`src/rtl/wb_pkg.sv`:
```
// Shared types for the register writeback slice: data/address widths and the load FIFO entry.
// Optional scoreboard feature is selected in the top via WB_SCOREBOARD_EN.
package wb_pkg;
    localparam int XLEN   = 32;
    localparam int REG_AW = 5;

    typedef struct packed {
        logic [REG_AW-1:0] rd;
        logic [XLEN-1:0]   data;
    } wb_entry_t;
endpackage

```
`src/rtl/wb_load_fifo.sv`:
```
// Load-result FIFO: DEPTH entries of wb_entry_t, push/pop in one cycle, count-based full/empty.
// Latency 1 (push visible at head next cycle); no internal backpressure, caller gates push on count.
module wb_load_fifo
    import wb_pkg::*;
#(
    parameter int DEPTH = 4
) (
    input  logic                     clk,
    input  logic                     rst_n,
    input  logic                     i_push,
    input  wb_entry_t                i_push_dat,
    input  logic                     i_pop,
    output wb_entry_t                o_head_dat,
    output logic [$clog2(DEPTH):0]   o_count,
    input  logic [REG_AW-1:0]        i_probe_rd,
    output logic                     o_probe_hit
);
    localparam int PW = $clog2(DEPTH);

    logic [PW-1:0] r_wr_ptr;
    logic [PW-1:0] r_rd_ptr;
    logic [PW:0]   r_count;
    wb_entry_t     r_mem [DEPTH];

    always_ff @(posedge clk) begin
        if (!rst_n) begin
            r_wr_ptr <= '0;
            r_rd_ptr <= '0;
            r_count  <= '0;
        end else begin
            if (i_push) r_wr_ptr <= r_wr_ptr + 1'b1;
            if (i_pop)  r_rd_ptr <= r_rd_ptr + 1'b1;
            case ({i_push, i_pop})
                2'b10:   r_count <= r_count + 1'b1;
                2'b01:   r_count <= r_count - 1'b1;
                default: r_count <= r_count;
            endcase
        end
    end

    // Storage carries no reset; validity is tracked purely by the pointers and count.
    always_ff @(posedge clk) begin
        if (i_push) r_mem[r_wr_ptr] <= i_push_dat;
    end

    assign o_head_dat = r_mem[r_rd_ptr];
    assign o_count    = r_count;

    always_comb begin
        o_probe_hit = 1'b0;
        for (int i = 0; i < DEPTH; i++) begin
            if (((PW+1)'(i) < r_count) && (r_mem[r_rd_ptr + PW'(i)].rd == i_probe_rd))
                o_probe_hit = 1'b1;
        end
    end
endmodule

```
`src/rtl/reg_writeback_unit.sv`:
```
// Merges ALU results and FIFO-buffered load results onto the single register file write port.
// Latency 1 cycle to AD3/WE3/WD3; loads backpressured via ld_ready_o, ALU via stall_o. Macro: WB_SCOREBOARD_EN.
module reg_writeback_unit
    import wb_pkg::*;
#(
    parameter int DATAWIDTH = 32,
    parameter int WIDTH     = 5,
    parameter int DEPTH     = 4,
    parameter int MAX_WAIT  = 3
) (
    input  logic                     clk,
    input  logic                     rst_n,
    input  logic                     alu_valid_i,
    input  logic [WIDTH-1:0]         alu_rd_i,
    input  logic [DATAWIDTH-1:0]     alu_data_i,
    input  logic                     ld_valid_i,
    output logic                     ld_ready_o,
    input  logic [WIDTH-1:0]         ld_rd_i,
    input  logic [DATAWIDTH-1:0]     ld_data_i,
`ifdef WB_SCOREBOARD_EN
    input  logic                     ld_issue_i,
    input  logic [WIDTH-1:0]         ld_issue_rd_i,
    input  logic [WIDTH-1:0]         rs1_i,
    input  logic [WIDTH-1:0]         rs2_i,
    output logic                     rs1_busy_o,
    output logic                     rs2_busy_o,
`endif
    output logic [WIDTH-1:0]         AD3,
    output logic                     WE3,
    output logic [DATAWIDTH-1:0]     WD3,
    output logic                     stall_o,
    output logic [$clog2(DEPTH):0]   fifo_cnt_o
);
    localparam int CW = $clog2(DEPTH) + 1;
    localparam int WW = $clog2(MAX_WAIT + 1);

    logic [WIDTH-1:0]     r_ad3;
    logic                 r_we3;
    logic [DATAWIDTH-1:0] r_wd3;
    logic                 r_stall;
    logic [WW-1:0]        r_wait_cnt;
    logic [WW-1:0]        w_wait_nxt;
    logic [CW-1:0]        w_count;
    wb_entry_t            w_head;
    wb_entry_t            w_push_dat;
    logic                 w_push;
    logic                 w_pop;
    logic                 w_alu_win;
    logic                 w_nonempty;
    logic                 w_alu_hit;

    assign w_nonempty = (w_count != '0);
    assign ld_ready_o = (w_count < CW'(DEPTH));
    assign w_push     = ld_valid_i & ld_ready_o & (ld_rd_i != '0);
    assign w_alu_win  = alu_valid_i & (alu_rd_i != '0) & ~r_stall;
    assign w_pop      = ~w_alu_win & w_nonempty;
    assign w_push_dat = '{rd: ld_rd_i, data: ld_data_i};

    wb_load_fifo #(.DEPTH(DEPTH)) u_fifo (
        .clk        (clk),
        .rst_n      (rst_n),
        .i_push     (w_push),
        .i_push_dat (w_push_dat),
        .i_pop      (w_pop),
        .o_head_dat (w_head),
        .o_count    (w_count),
        .i_probe_rd (alu_rd_i),
        .o_probe_hit(w_alu_hit)
    );

    // The forced pop during stall guarantees the counter never passes MAX_WAIT.
    always_comb begin
        w_wait_nxt = r_wait_cnt;
        if (w_pop)           w_wait_nxt = '0;
        else if (w_nonempty) w_wait_nxt = r_wait_cnt + WW'(1);
    end

    always_ff @(posedge clk) begin
        if (!rst_n) begin
            r_ad3      <= '0;
            r_we3      <= 1'b0;
            r_wd3      <= '0;
            r_stall    <= 1'b0;
            r_wait_cnt <= '0;
        end else begin
            r_wait_cnt <= w_wait_nxt;
            r_stall    <= (w_wait_nxt == WW'(MAX_WAIT));
            r_we3      <= w_alu_win | w_pop;
            if (w_alu_win) begin
                r_ad3 <= alu_rd_i;
                r_wd3 <= alu_data_i;
            end else if (w_pop) begin
                r_ad3 <= w_head.rd;
                r_wd3 <= w_head.data;
            end
        end
    end

    assign AD3        = r_ad3;
    assign WE3        = r_we3;
    assign WD3        = r_wd3;
    assign stall_o    = r_stall;
    assign fifo_cnt_o = w_count;

    // An ALU write overtaking a queued load to the same rd would leave stale data behind.
    a_no_alu_over_load: assert property (@(posedge clk) disable iff (!rst_n)
        !(w_alu_win && w_alu_hit));

`ifdef WB_SCOREBOARD_EN
    logic [(1<<WIDTH)-1:0] r_busy;
    logic [(1<<WIDTH)-1:0] w_busy_nxt;

    always_comb begin
        w_busy_nxt = r_busy;
        if (w_pop)                               w_busy_nxt[w_head.rd] = 1'b0;
        if (ld_issue_i && ld_issue_rd_i != '0)   w_busy_nxt[ld_issue_rd_i] = 1'b1;
        w_busy_nxt[0] = 1'b0;
    end

    always_ff @(posedge clk) begin
        if (!rst_n) r_busy <= '0;
        else        r_busy <= w_busy_nxt;
    end

    assign rs1_busy_o = r_busy[rs1_i];
    assign rs2_busy_o = r_busy[rs2_i];
`endif
endmodule
```
`config.mk`:
```
export PLATFORM = sky130hd
export DESIGN_NAME = reg_writeback_unit
export DESIGN_NICKNAME = d
export VERILOG_FILES = /design/src/rtl/wb_pkg.sv /design/src/rtl/wb_load_fifo.sv /design/src/rtl/reg_writeback_unit.sv
export SDC_FILE = /design/constraint.sdc
export NUM_CORES = 1
export LEC_CHECK = 0
export BUFFER_PORTS_ARGS = -buffer_cell sky130_fd_sc_hd__buf_2
export CAP_MARGIN = 0
export CORE_ASPECT_RATIO = 1.75
export CORE_MARGIN = 1.5
export CORE_UTILIZATION = 36
export DETAILED_ROUTE_END_ITERATION = 8
export PLACE_DENSITY_LB_ADDON = 0.08
export SETUP_SLACK_MARGIN = 0.15
export SYNTH_ARGS = -nofsm -noshare
export SYNTH_HDL_FRONTEND = slang
export SYNTH_SLANG_ARGS = --single-unit
```
`constraint.sdc`:
```
create_clock -name clk -period 3.6 [get_ports clk]
set_input_delay 1.08 -clock clk [delete_from_list [all_inputs] [get_ports clk]]
set_output_delay 1.08 -clock clk [all_outputs]
set_load 0.02 [all_outputs]
```
== Word-level counts from Yosys, hierarchy flattened ==
Memories as Yosys holds them, arrays and structs flattened. A register that Yosys moved wholly into a read port is not among the register bits.
Cells that the tools add are included.

* Memories kept: 1
* Word-level logic and storage cells: 42
* Register bits: 48
* Input port bits: 78
* RAM bits: 148

* Bitwise gates (word level): 8
* Muxes and demuxes: 11
* $add $sub $neg: 5
* Order comparisons: 1
* Eq/ne operators: 3
* Reduce and logical (&&, ||, !) cells: 5

{| class="wikitable"
|+ Memories
! memory !! words !! bits a word !! rd ports !! clocked after Yosys merged registers in !! write ports !! RTL line !! source
|-
| u_fifo.r_mem || 4 || 37 || 1 || 1 || 1 || wb_load_fifo.sv:23 || <nowiki>wb_entry_t r_mem [DEPTH];</nowiki>
|}

{| class="wikitable"
|+ Operators with widths
! kind !! number
|-
| two-way mux 32 bit || 2
|-
| two-way mux 5 bit || 2
|-
| nonzero test 5 bit || 2
|-
| two-way mux 2 bit || 4
|-
| adder 2 x 1 -> 2 bit, second input constant || 3
|-
| case mux 3 bit (2 select lines) || 1
|-
| bitwise AND 1 bit || 5
|-
| == test 2 bit, second input constant || 2
|-
| nonzero test 2 bit || 2
|-
| adder 3 x 1 -> 3 bit, second input constant || 1
|-
| less-than comparator 3 bit, second input constant || 1
|-
| nonzero test 3 bit || 1
|-
| subtractor 3 x 1 -> 3 bit, second input constant || 1
|-
| == test 2 x 1 -> 1 bit, second input constant || 1
|-
| two-way mux 1 bit || 2
|-
| inverter 1 bit || 2
|-
| OR 1 bit || 1
|}

== Longest topological paths before layout ==
Gate-level depths: netlist (run 1).

* Depth in word-level cells: 7
* Mapped depth: 10

== Cells and area by module ==
Synthesis (run 1) repeated with hierarchy kept, for this count alone.

* Cell total of the unflattened synthesis: 485
* Area, all modules: 8296.7 µm²

{| class="wikitable"
|+ By module, submodules not included
! module !! area an instance (µm²) !! cells each !! times used
|-
| wb_load_fifo || 6426.2 || 297 || 1
|-
| reg_writeback_unit || 1870.5 || 188 || 1
|}

== Worst setup path after synthesis (run 1) ==
OpenSTA, ideal clock, no wires.

* Kind: input port to flip-flop
* Start: input ld_rd_i[4]
* End: register u_fifo.r_count[2] (netlist: u_fifo.o_count[2])
* Buffers on the path: 0
* Cell stages on the path: 9
* Data arrival time: 3.010 ns
* Setup slack: 0.520 ns
* Cells stage by stage: or3_1 > o311a_1 > inv_1 > ha_1 > inv_1 > fa_1 > xor2_1 > or3_1 > a21oi_1

* Word-level cells in the longest chain between the ends: 4

{| class="wikitable"
|+ Ends and longest elaborated chain
! element !! RTL line !! source
|-
| start: declaration || reg_writeback_unit.sv:18 || <nowiki>input logic [WIDTH-1:0] ld_rd_i,</nowiki>
|-
| nonzero test 5 bit (*) || reg_writeback_unit.sv:54 || <nowiki>assign w_push = ld_valid_i & ld_ready_o & (ld_rd_i != '0);</nowiki>
|-
| bitwise AND 1 bit (*) || reg_writeback_unit.sv:54 ||
|-
| == test 2 x 1 -> 1 bit / == test 2 bit (equally long branches) || wb_load_fifo.sv:33 || <nowiki>case ({i_push, i_pop})</nowiki>
|-
| case mux 3 bit (2 select lines) / nonzero test 2 bit (equally long branches) || n/a ||
|-
| end signal: assignment || wb_load_fifo.sv:34 || <nowiki>2'b10: r_count <= r_count + 1'b1;</nowiki>
|-
| end signal: assignment || wb_load_fifo.sv:35 || <nowiki>2'b01: r_count <= r_count - 1'b1;</nowiki>
|-
| end signal: assignment || wb_load_fifo.sv:36 || <nowiki>default: r_count <= r_count;</nowiki>
|-
| end: declaration || wb_load_fifo.sv:22 || <nowiki>logic [PW:0] r_count;</nowiki>
|}

Mark *: on every way between the ends. The rest lies on a longest branch, timed or not.
A chain may end at the register's enable or synchronous reset.

== Worst setup path in the final report (run 1) ==
Same ends and word-level chain as after synthesis.

==> metrics.md, run 1 <==
| Metric | Value |
|---|---|
| Status | finished, violations left |
| Failing checks | DRC |
| Reg-to-Reg End | u_fifo.r_mem[1][25] |
| Met1 WL | 6570 um |
| Rows | 69 |
| Seq/Total Area, Yosys | 0.724 |
| Filler Cell Count | 1891 |
| Initial antenna violation count | 1 |
| Max Transition Viols Final | 0 |
| Synthesis-to-layout area growth | 19.8% |
| RSZ-0062 raised after global routing | no |
| Hold-fix buffers at CTS | 0 |
| Hold path cells | 1 |
| GRT Total Usage | 0.163 |
| Top Metal Used | met5 |
| Routed wl met2 | 9460 um |
| Via count | 4384 |
| Maximum fanout along the worst path | 7 |
| Unique masters post-synth | 38 |
| Yosys top cell area share | 0.591 |
| Die width | 112 um |
| Crit path capture | u_fifo.o_count[2] |
| Setup TNS Final | 0 ps |
| FMAX | 0.345 GHz |
| CTS resizes | 0 |
| Synthesis Warnings | 0 |
| Final count of hold timing violations | 0 |
| Detailed route wirelength on metal3 | 583 um |
| Nets | 669 |
| Drt drc | 7 |
| Crit Reg-Reg Startpoint | u_fifo.o_count[2] |
| Startpoint types | input port |
| Relative max-transition margin | 0.259 |
| Post-synthesis instance total | 468 |
| Core area | 20400 um2 |
| Clk_skew | 6.28 ps |
| First-pass GRT wire length | 26400 um |
| Clock Sinks | 198 |
| Postcts setup bufs | 0 |
| Number of port buffers | 120 |
| CTS tree | done |
| Flops & latches, synth | 198 |
| Number of diodes | 0 |
| Max-cap violations | 0 |
| Hold Path Class | register to register |
| Pwr Density | 730 nW/um2 |
| Die Y | 194 um |
| Dpl hpwl | 10300 um |
| Clock Latency Late Sink | 430 ps |
| Area contributors post-synth | edfxtp_1, dfxtp_1, mux4_2 |
| Post-synth top area cell | edfxtp_1 |
| Fraction of layout cells with a size suffix above 1 | 0.343 |
| Critical path class | input port to register |
| Vias in the first global route | 4695 |
| R2r worst-path depth | 3 |
| Initial Util | 0.369 |
| Drt total wl | 16900 um |
| Sequential cell area | 5450 um2 |
| CTS Buf Count | 17 |
| Drt initial violations | 206 |
| Post-synthesis net count | 552 |
| Longest Clk Path Bufs | 2 |
| Hold_ws | 463 ps |
| Synthesized area per cell | 16.1 um2 |
| WL per Instance | 19.9 um |
| 1st-pass router iterations | 9 |
| Largest net degree at the start of global routing | 43 |
| Area occupied by multi-input gates | 1920 um2 |
| Gpl congestion | 0.661 |
| Final min period | 2900 ps |
| Die footprint | 21800 um2 |
| Post-route ant nets | 0 |
| Reg-to-reg slack, setup | 1440 ps |
| Worst Setup End Kind | register |
| Worst-margin pin slew | 1110 ps |
| Global route overflow | 0 |
| Vias per cell | 5.18 |
| Clk slew on worst S/H paths | 70 ps |
| Final period utilization | 0.806 |
| CTS HTree Levels | 4 |
| I/O pin total | 121 |
| Leak Pwr | 0.00321 uW |
| Crit path from | ld_rd_i[4] |
| Post-Synthesis Cell Area | 7520 um2 |
| Peak VDD IR | 0.376 mV |
| # setup viols final | 0 |
| Clk root buf | clkbuf_16 |
| Worst Path Required | 3960 ps |
| CP arrival | 3260 ps |
state kept, by name, summed over array words and instances, names as in the netlist, named ones only:
name             count
u_fifo.r_mem       148
WD3                 32
AD3                  5
u_fifo.o_count       3
r_wait_cnt           2
u_fifo.r_rd_ptr      2
u_fifo.r_wr_ptr      2
WE3                  1
stall_o              1
power breakdown:
part	total (uW)	internal [uW]	switching, uW
sequential	2980	2800	181
combinational	1620	625	1000
clock	1970	1150	816
through the flow:
step	setup slack [ps]	cell area (um2)	utilization	cells	total power, uW
after floorplan	520	7520	-	468	4130
after global placement	307	8390	0.412	814	4680
after detailed placement	256	8390	0.412	814	4720
after CTS	712	9010	0.442	846	6700
after global routing	581	9010	0.442	846	6920
final	700	9010	0.442	846	6580
Yosys cell counts:
library cell,n
o21ai_1,1
o21ai_0,36
mux2i_1,1
fa_1,1
and3_1,1
nor4_4,1
o31ai_1,1
or2_1,1
nor3_2,1
xnor2_1,1
clkbuf_1,14
nand2b_1,1
a21oi_1,78
o311a_1,1
buf_4,3
xor2_1,2
buf_2,10
nor2_1,7
o21a_1,1
ha_1,5
or3_1,3
nand4b_1,1
mux4_2,37
dfxtp_1,50
nand2_1,37
nor4_1,1
nand3_1,1
or4_1,1
a22oi_1,1
inv_1,10
buf_6,1
a211oi_1,1
mux2_2,2
a221oi_1,1
nor2b_1,1
a21o_1,1
and2_1,4
edfxtp_1,148
how the worst min path moves through the flow:
stage | startpoint | end | slack [ps]
finish | r_wait_cnt[1] | stall_o | 460
global route | r_wait_cnt[1] | stall_o | 500
detailed placement | r_wait_cnt[1] | stall_o | 450
CTS | r_wait_cnt[1] | stall_o | 460
floorplan | r_wait_cnt[1] | stall_o | 430
global placement | r_wait_cnt[1] | stall_o | 450
kinds of logic (layout without fill, tap and decap cells):
family | count (synthesis) | after routing | share of synthesized area
muxes | 40 | 40 | 0.115
buffers and inverters | 38 | 168 | 0.0231
AOI/OAI and AO/OA | 122 | 122 | 0.0840
DFF | 198 | 198 | 0.724
and+or+nand+nor | 61 | 61 | 0.0389
adders and majority gates | 6 | 6 | 0.0110
xor gates and xnor gates | 3 | 3 | 0.00350
worst max-delay path, cell delays in order:
cell,delay (ps)
buf_2,130
or3_1,360
o311a_1,400
inv_1,90
ha_1,170
inv_1,60
fa_1,370
xor2_1,160
or3_1,310
a21oi_1,140
placed cells by master (no fill, tap or decap), types with 2 or more instances in the layout:
cell type and n:
mux4_2 37, nor2_1 7, mux2_2 2, dfxtp_1 48, or3_1 2, nand2_1 37
o21ai_0 36, clkbuf_1 2, a21oi_1 77, buf_2 120, edfxtp_1 148, dfxtp_2 2
inv_6 2, bufinv_16 3, clkbuf_16 17, buf_4 4, xor2_1 2, buf_12 2
ha_1 5, inv_1 10, and2_2 4, clkinvlp_4 2, clkbuf_8 3
layout make-up:
class | instances | share of cell area
timing repair buffer | 126 | 0.0745
inverter | 10 | 0.00417
clock buffer | 22 | 0.0527
tap | 248 | 0.0345
sequential | 198 | 0.605
multi-input combinational | 232 | 0.214
clock inverter | 10 | 0.0158
metal layers:
layer / GRT usage / vias to the layer above
li1: - / 2033
met2: 0.300 / 96
met5: 0 / -
met4: 0.0563 / 2
met3: 0.0344 / 17
met1: 0.183 / 2236
Power figures use the tool's default switching activity.
==> run 2: changes to the inputs <==
==> constraint.sdc (replaced) <==
create_clock -name clk -period 3 [get_ports clk]
set_input_delay 0.9 -clock clk [delete_from_list [all_inputs] [get_ports clk]]
set_output_delay 0.9 -clock clk [all_outputs]
set_load 0.02 [all_outputs]
==> run 2 against run 1 <==
Against the previous run:
- the run still ends with DRC left
- via count grew 0.39%
- non-clock buffer count up 13
- sequential cell count unchanged
- global-route usage increased by 0.27 points
- routed wire length increased by 3.3%
- clock skew is 0.60 ps higher
- worst hold slack improved by 16 ps
- final cell count is 1.5% higher
- register-to-register slack lost 470 ps
- sequential share of layout area fell by 0.56 points
- first-iteration DRC count decreased by 8.7%
- total power grew 20%
- critical endpoint unchanged
- largest cell class unchanged
- highest routed layer is now met4
==> metrics.md, run 2 (synthesized netlist as in run 1, its figures left out) <==
| Metric | Value |
|---|---|
| Status | finished, violations left |
| Failing checks | DRC |
| Nets | 682 (+1.9%) |
| Rows | 69 (unchanged) |
| FMAX | 0.385 GHz |
| Worst Path Required | 3360 ps (-600 ps) |
| # setup viols final | 0 (unchanged) |
| First-pass GRT wire length | 26600 um (+0.94%) |
| Clock Sinks | 198 (unchanged) |
| Final min period | 2600 ps |
| Initial Util | 0.369 (unchanged) |
| Worst-margin pin slew | 692 ps (-419 ps) |
| Final period utilization | 0.867 |
| Hold path cells | 1 (unchanged) |
| Max-cap violations | 0 (unchanged) |
| Via count | 4401 (+0.39%) |
| Core area | 20400 um2 (unchanged) |
| Gpl congestion | 0.690 (+4.4%) |
| Final count of hold timing violations | 0 (unchanged) |
| Dpl hpwl | 11500 um (+12%) |
| GRT Total Usage | 0.165 (+0.00273) |
| Setup WS pre-CTS | -43.4 ps (-299 ps) |
| Reg-to-reg slack, setup | 970 ps (-470 ps) |
| Worst Hold Launch | r_wait_cnt[1] |
| Startpoint types | input port |
| Commonest non-fill, non-tap cell in the layout | edfxtp_1 |
| Fraction of layout cells with a size suffix above 1 | 0.368 (+0.0254) |
| Most used cell, CP | or3_1 |
| Die Y | 194 um (unchanged) |
| Drt total wl | 17400 um (+3.3%) |
| Crit path from | ld_rd_i[4] |
| Number of diodes | 0 (unchanged) |
| Post-route ant nets | 0 (unchanged) |
| Finished Layout Cells | 859 (+1.5%) |
| I/O pin total | 121 (unchanged) |
| Relative max-transition margin | 0.538 (+0.279) |
| Postcts setup bufs | 0 (unchanged) |
| Drt drc | 1 (-6) |
| Longest Clk Path Bufs | 2 (unchanged) |
| DP Cell Count | 827 (+1.6%) |
| R2r worst-path depth | 4 (+1) |
| Leak Pwr | 0.00326 uW (+1.6%) |
| Vias per cell | 5.12 (-1.1%) |
| Number of port buffers | 120 (unchanged) |
| Final setup margin | 400 ps (-300 ps) |
| Clk_skew | 6.89 ps (+0.605 ps) |
| Hold-fix buffers at CTS | 0 (unchanged) |
| Largest stage delay on the critical path | 390 ps (about the same) |
| Crit-path slowest cell | or3_1 |
| CTS tree | done |
| Hold path endpoint | stall_o |
| Peak VDD IR | 0.467 mV (+24%) |
| RSZ-0062 raised after global routing | no |
| 1st-pass router iterations | 8 (-1) |
| Critical path class | input port to register |
| Vias in the first global route | 4682 (-0.28%) |
| CTS Buf Count | 17 (unchanged) |
| Max Transition Viols Final | 0 (unchanged) |
| Largest net degree at the start of global routing | 43 (unchanged) |
| Die footprint | 21800 um2 (unchanged) |
| Critical-path cell list | buf_2, or3_1, o311a_4, inv_2, ha_4, inv_1, fa_2, xor2_1, or3_1, a21oi_1 |
| Drt initial violations | 188 (-8.7%) |
| Initial antenna violation count | 0 (-1) |
| Global route overflow | 0 (unchanged) |
| CTS HTree Levels | 4 (unchanged) |
| CP delay by family, top | simple AND/OR/NAND/NOR gates |
| Pwr Density | 865 nW/um2 (+18%) |
| Worst Setup End Kind | register |
| Clk root buf | clkbuf_16 |
| Synthesis-to-layout area growth | 20.9% |
| Max reg flops | 148 (unchanged) |
| Die width | 112 um (unchanged) |
| Hold_ws | 479 ps (+16.2 ps) |
| WL per Instance | 20.3 um (+1.7%) |
| Clk slew on worst S/H paths | 70 ps (about the same) |
| Maximum fanout along the worst path | 5 (-2) |
| Buf/Inv on CP | 3 (unchanged) |
| Clock Latency Late Sink | 430 ps (about the same) |
| Hold Path Class | register to register |
| Top reg by flops | u_fifo.r_mem |
| Most frequent cells in the layout | edfxtp_1, buf_2, a21oi_1 |
| CP arrival | 2960 ps (-300 ps) |
| CTS resizes | 0 (unchanged) |
| Reg-to-Reg End | AD3[3] |
[run 2: worst max-delay path by stage]
stage | endpoint | cells past startpoint
final | u_fifo.o_count[2] | 10
after detailed placement | u_fifo.o_count[2] | 10
after floorplan | u_fifo.o_count[2] | 9
after global placement | u_fifo.o_count[2] | 10
after CTS | u_fifo.o_count[2] | 10
after global routing | u_fifo.o_count[2] | 10
[run 2: per-layer routing]
metal / track usage / part of all wire / up-vias
met5: 0 / 0 / -
li1: - / - / 2063
met1: 0.177 / 0.37 / 2206
met2: 0.314 / 0.58 / 113
met4: 0.0670 / 0.020 / 0
met3: 0.0309 / 0.037 / 19
[run 2: final cells by class]
class | instances | area [um2]
clock buffers | 17 | 425
well taps | 248 | 310
multi-input cells | 232 | 1950
fillers | 1859 | 11300
inverters | 10 | 37.5
flip-flops and latches | 198 | 5450
clock inverters | 15 | 161
repair buffers | 139 | 756
[run 2: report_power, final]
group          total (uW)  internal [uW]  switching (uW)
Sequential           3560           3350             213
Combinational        2050            810            1240
Clock                2250           1180            1060
Total                7860           5340            2520
[run 2: worst register-to-register path: cells and delay by family (launching register included)]
| kind | cells | cell delay [ps] |
|---|---|---|
| and+or+nand+nor | 1 | 50 |
| muxes | 2 | 930 |
| DFF | 1 | 780 |
| AOI/OAI and AO/OA | 1 | 150 |
[run 2: metrics by stage]
stage	cell area, um2	util	TNS, ps	power (uW)
2_1_floorplan	7550	-	0	4990
3_3_place_gp	8500	0.417	0	5710
3_5_place_dp	8500	0.417	-43.4	5750
4_1_cts	9090	0.446	0	8020
5_1_grt	9090	0.446	0	8290
6_report	9090	0.446	0	7860
==> run 3: changes to the inputs <==
--- a/config.mk
+++ b/config.mk
@@ -7,7 +7,7 @@
 export LEC_CHECK = 0
 export BUFFER_PORTS_ARGS = -buffer_cell sky130_fd_sc_hd__buf_2
 export CAP_MARGIN = 0
-export CORE_ASPECT_RATIO = 1.75
+export CORE_ASPECT_RATIO = 0.8
 export CORE_MARGIN = 1.5
 export CORE_UTILIZATION = 36
 export DETAILED_ROUTE_END_ITERATION = 8
==> run 3 against run 2 <==
Against the previous run:
- largest power group unchanged
- sequential power is essentially flat
- clock skew is 4.2 ps higher
- global-route usage is 0.065 points lower
- the run now ends clean
- routed wire length down 1.3%
- highest routed layer is now met5
- critical path depth unchanged
- worst hold slack worse by 21 ps
- via count is 0.39% higher
- non-clock buffer count fell by 2
- clock power hardly changed
==> metrics.md, run 3 (synthesized netlist as in run 1, its figures left out) <==
| Metric | Value |
|---|---|
| Pwr Density | 860 nW/um2 (-0.59%) |
| Largest net degree at the start of global routing | 43 (unchanged) |
| Worst-margin pin slew | 881 ps (+188 ps) |
| Hold-fix buffers at CTS | 0 (unchanged) |
| Int Pwr | 5340 uW (about the same) |
| Final period utilization | 0.860 (-0.00699) |
| Number of port buffers | 120 (unchanged) |
| Switching part of the total | 0.321 (+0.000456) |
| Psw | 2530 uW (+0.21%) |
| Drt total wl | 17200 um (-1.3%) |
| Leak Pwr | 0.00326 uW (about the same) |
| R2r worst-path depth | 4 (unchanged) |
| Hold path endpoint | stall_o |
| Max Transition Viols Final | 0 (unchanged) |
| Initial antenna violation count | 5 (+5) |
| Startpoint types | input port |
| Gpl congestion | 0.711 (+3.0%) |
| Post-route ant nets | 0 (unchanged) |
| Synthesis-to-layout area growth | 21.7% |
| Final setup margin | 421 ps (+21.0 ps) |
| Gr busiest metal | met2 |
| FMAX | 0.388 GHz (+0.81%) |
| Peak VDD IR | 0.494 mV (+5.9%) |
| # setup viols final | 0 (unchanged) |
| Via count | 4418 (+0.39%) |
| Die width | 165 um (+47%) |
| Reg-to-Reg End | AD3[3] |
| Crit Reg-Reg Startpoint | u_fifo.o_count[2] |
| Most frequent cells in the layout | edfxtp_1, buf_2, a21oi_1 |
| Vias per cell | 5.01 (-2.1%) |
| Fraction of layout cells with a size suffix above 1 | 0.366 (-0.00207) |
| Reg-to-reg slack, setup | 930 ps (-40 ps) |
| Critical path class | input port to register |
| Max-cap violations | 0 (unchanged) |
| Global route overflow | 0 (unchanged) |
| Met2 Resource Use GR | 0.253 (-0.0617) |
| Hold path cells | 1 (unchanged) |
| Postcts setup bufs | 0 (unchanged) |
| CTS tree | done |
| GRT Total Usage | 0.165 (-0.000651) |
| Rows | 47 (-32%) |
| Filler Cell Count | 1872 (+0.70%) |
| Finished Layout Cells | 881 (+2.6%) |
| Dpl hpwl | 10900 um (-5.7%) |
| Drt initial violations | 234 (+24%) |
| Sequential cell area | 5450 um2 (about the same) |
| CTS resizes | 0 (unchanged) |
| Worst Path Required | 3350 ps (about the same) |
| Routing usage on met3 | 0.0453 (+0.0144) |
| Worst Hold Launch | r_wait_cnt[1] |
| DP Cell Count | 846 (+2.3%) |
| First-pass GRT wire length | 26100 um (-2.0%) |
| Clk root buf | clkbuf_16 |
| Clock power frac | 0.287 (about the same) |
| Area occupied by multi-input gates | 1950 um2 (unchanged) |
| Met1 Resource Use GR | 0.230 (+0.0528) |
| Clk_skew | 11.1 ps (+4.20 ps) |
| Clk slew on worst S/H paths | 70 ps (about the same) |
| Maximum fanout along the worst path | 2 (-3) |
| Hold Path Class | register to register |
| Worst Setup End Kind | register |
| Clock Latency Late Sink | 430 ps (about the same) |
| WL per Instance | 19.5 um (-3.8%) |
| Seq pwr share | 0.453 (about the same) |
| Relative max-transition margin | 0.413 (-0.126) |
| Clock Sinks | 198 (unchanged) |
| Core area | 20600 um2 (+1.0%) |
| I/O pin total | 121 (unchanged) |
| RSZ-0062 raised after global routing | no |
| 1st-pass router iterations | 4 (-4) |
| Die footprint | 21800 um2 (-0.13%) |
| Initial Util | 0.365 (-0.00372) |
| Die Y | 132 um (-32%) |
| Final count of hold timing violations | 0 (unchanged) |
| Setup WS pre-CTS | -25.8 ps (+17.6 ps) |
| Comb pwr share | 0.261 (about the same) |
| Vias in the first global route | 4474 (-4.4%) |
| Status | finished clean |
| Longest Clk Path Bufs | 2 (unchanged) |
| CTS HTree Levels | 4 (unchanged) |
| Top reg by flops | u_fifo.r_mem |
| Nets | 680 (-0.29%) |
| Max reg flops | 148 (unchanged) |
| Commonest non-fill, non-tap cell in the layout | edfxtp_1 |
| CTS Buf Count | 17 (unchanged) |
| Drt drc | 0 (-1) |
| Final min period | 2580 ps (-21.0 ps) |
| CP arrival | 2930 ps (-30 ps) |
run 3: changes by cell type in the layout (fill, tap and decap cells not counted), sizes merged:
| cell | before | now |
|---|---|---|
| diode | 0 | 3 |
| clkinvlp | 2 | 1 |
| buf | 139 | 137 |
| clkinv | 4 | 5 |
run 3: worst max-delay path by stage:
stage,from,endpoint,slack [ps],cells after the start
after floorplan,ld_rd_i[4],u_fifo.o_count[2],160,9
after global placement,ld_rd_i[4],u_fifo.o_count[2],20,10
after detailed placement,ld_rd_i[4],u_fifo.o_count[2],-30,10
after CTS,ld_rd_i[4],u_fifo.o_count[2],430,10
after global routing,ld_rd_i[4],u_fifo.o_count[2],380,10
final,ld_rd_i[4],u_fifo.o_count[2],420,10
run 3: routing by layer:
layer | share of wire | vias up
met4 | 0.0062 | 4
met1 | 0.45 | 2203
met3 | 0.073 | 10
met5 | 0.0013 | -
li1 | - | 2067
met2 | 0.47 | 134
run 3: power groups by stage:
| stage | clock, uW | combinational [uW] | sequential [uW] |
|---|---|---|---|
| 4_1_cts | 2320 | 2110 | 3570 |
| 2_1_floorplan | 0 | 1300 | 3690 |
| 3_5_place_dp | 0 | 2100 | 3630 |
| 6_report | 2260 | 2050 | 3560 |
| 3_3_place_gp | 0 | 2080 | 3610 |
| 5_1_grt | 2420 | 2260 | 3610 |
run 3: final cells by class:
| class | count | area share |
|---|---|---|
| Timing Repair Buffer | 137 | 0.0851 |
| Multi-Input combinational cell | 232 | 0.213 |
| Antenna cell | 3 | 0.000820 |
| Tap cell | 269 | 0.0368 |
| Clock inverter | 15 | 0.0178 |
| Clock buffer | 17 | 0.0465 |
| Sequential cell | 198 | 0.596 |
| Inverter | 10 | 0.00410 |
run 3: stage by stage:
step | TNS [ps] | total power [uW] | hold slack, ps | util | instance area (um2)
2_1_floorplan | 0 | 4990 | 428 | - | 7550
3_3_place_gp | 0 | 5690 | 445 | 0.416 | 8550
3_5_place_dp | -25.8 | 5740 | 450 | 0.416 | 8550
4_1_cts | 0 | 8000 | 457 | 0.444 | 9140
5_1_grt | 0 | 8290 | 478 | 0.444 | 9140
6_report | 0 | 7870 | 458 | 0.445 | 9150
run 3: critical path: stages:
cell and delay (ps):
buf_2 100, or3_1 390, o311a_4 370, inv_2 70
ha_4 120, inv_1 50, fa_2 330, xor2_1 150
or3_1 300, a21oi_1 140
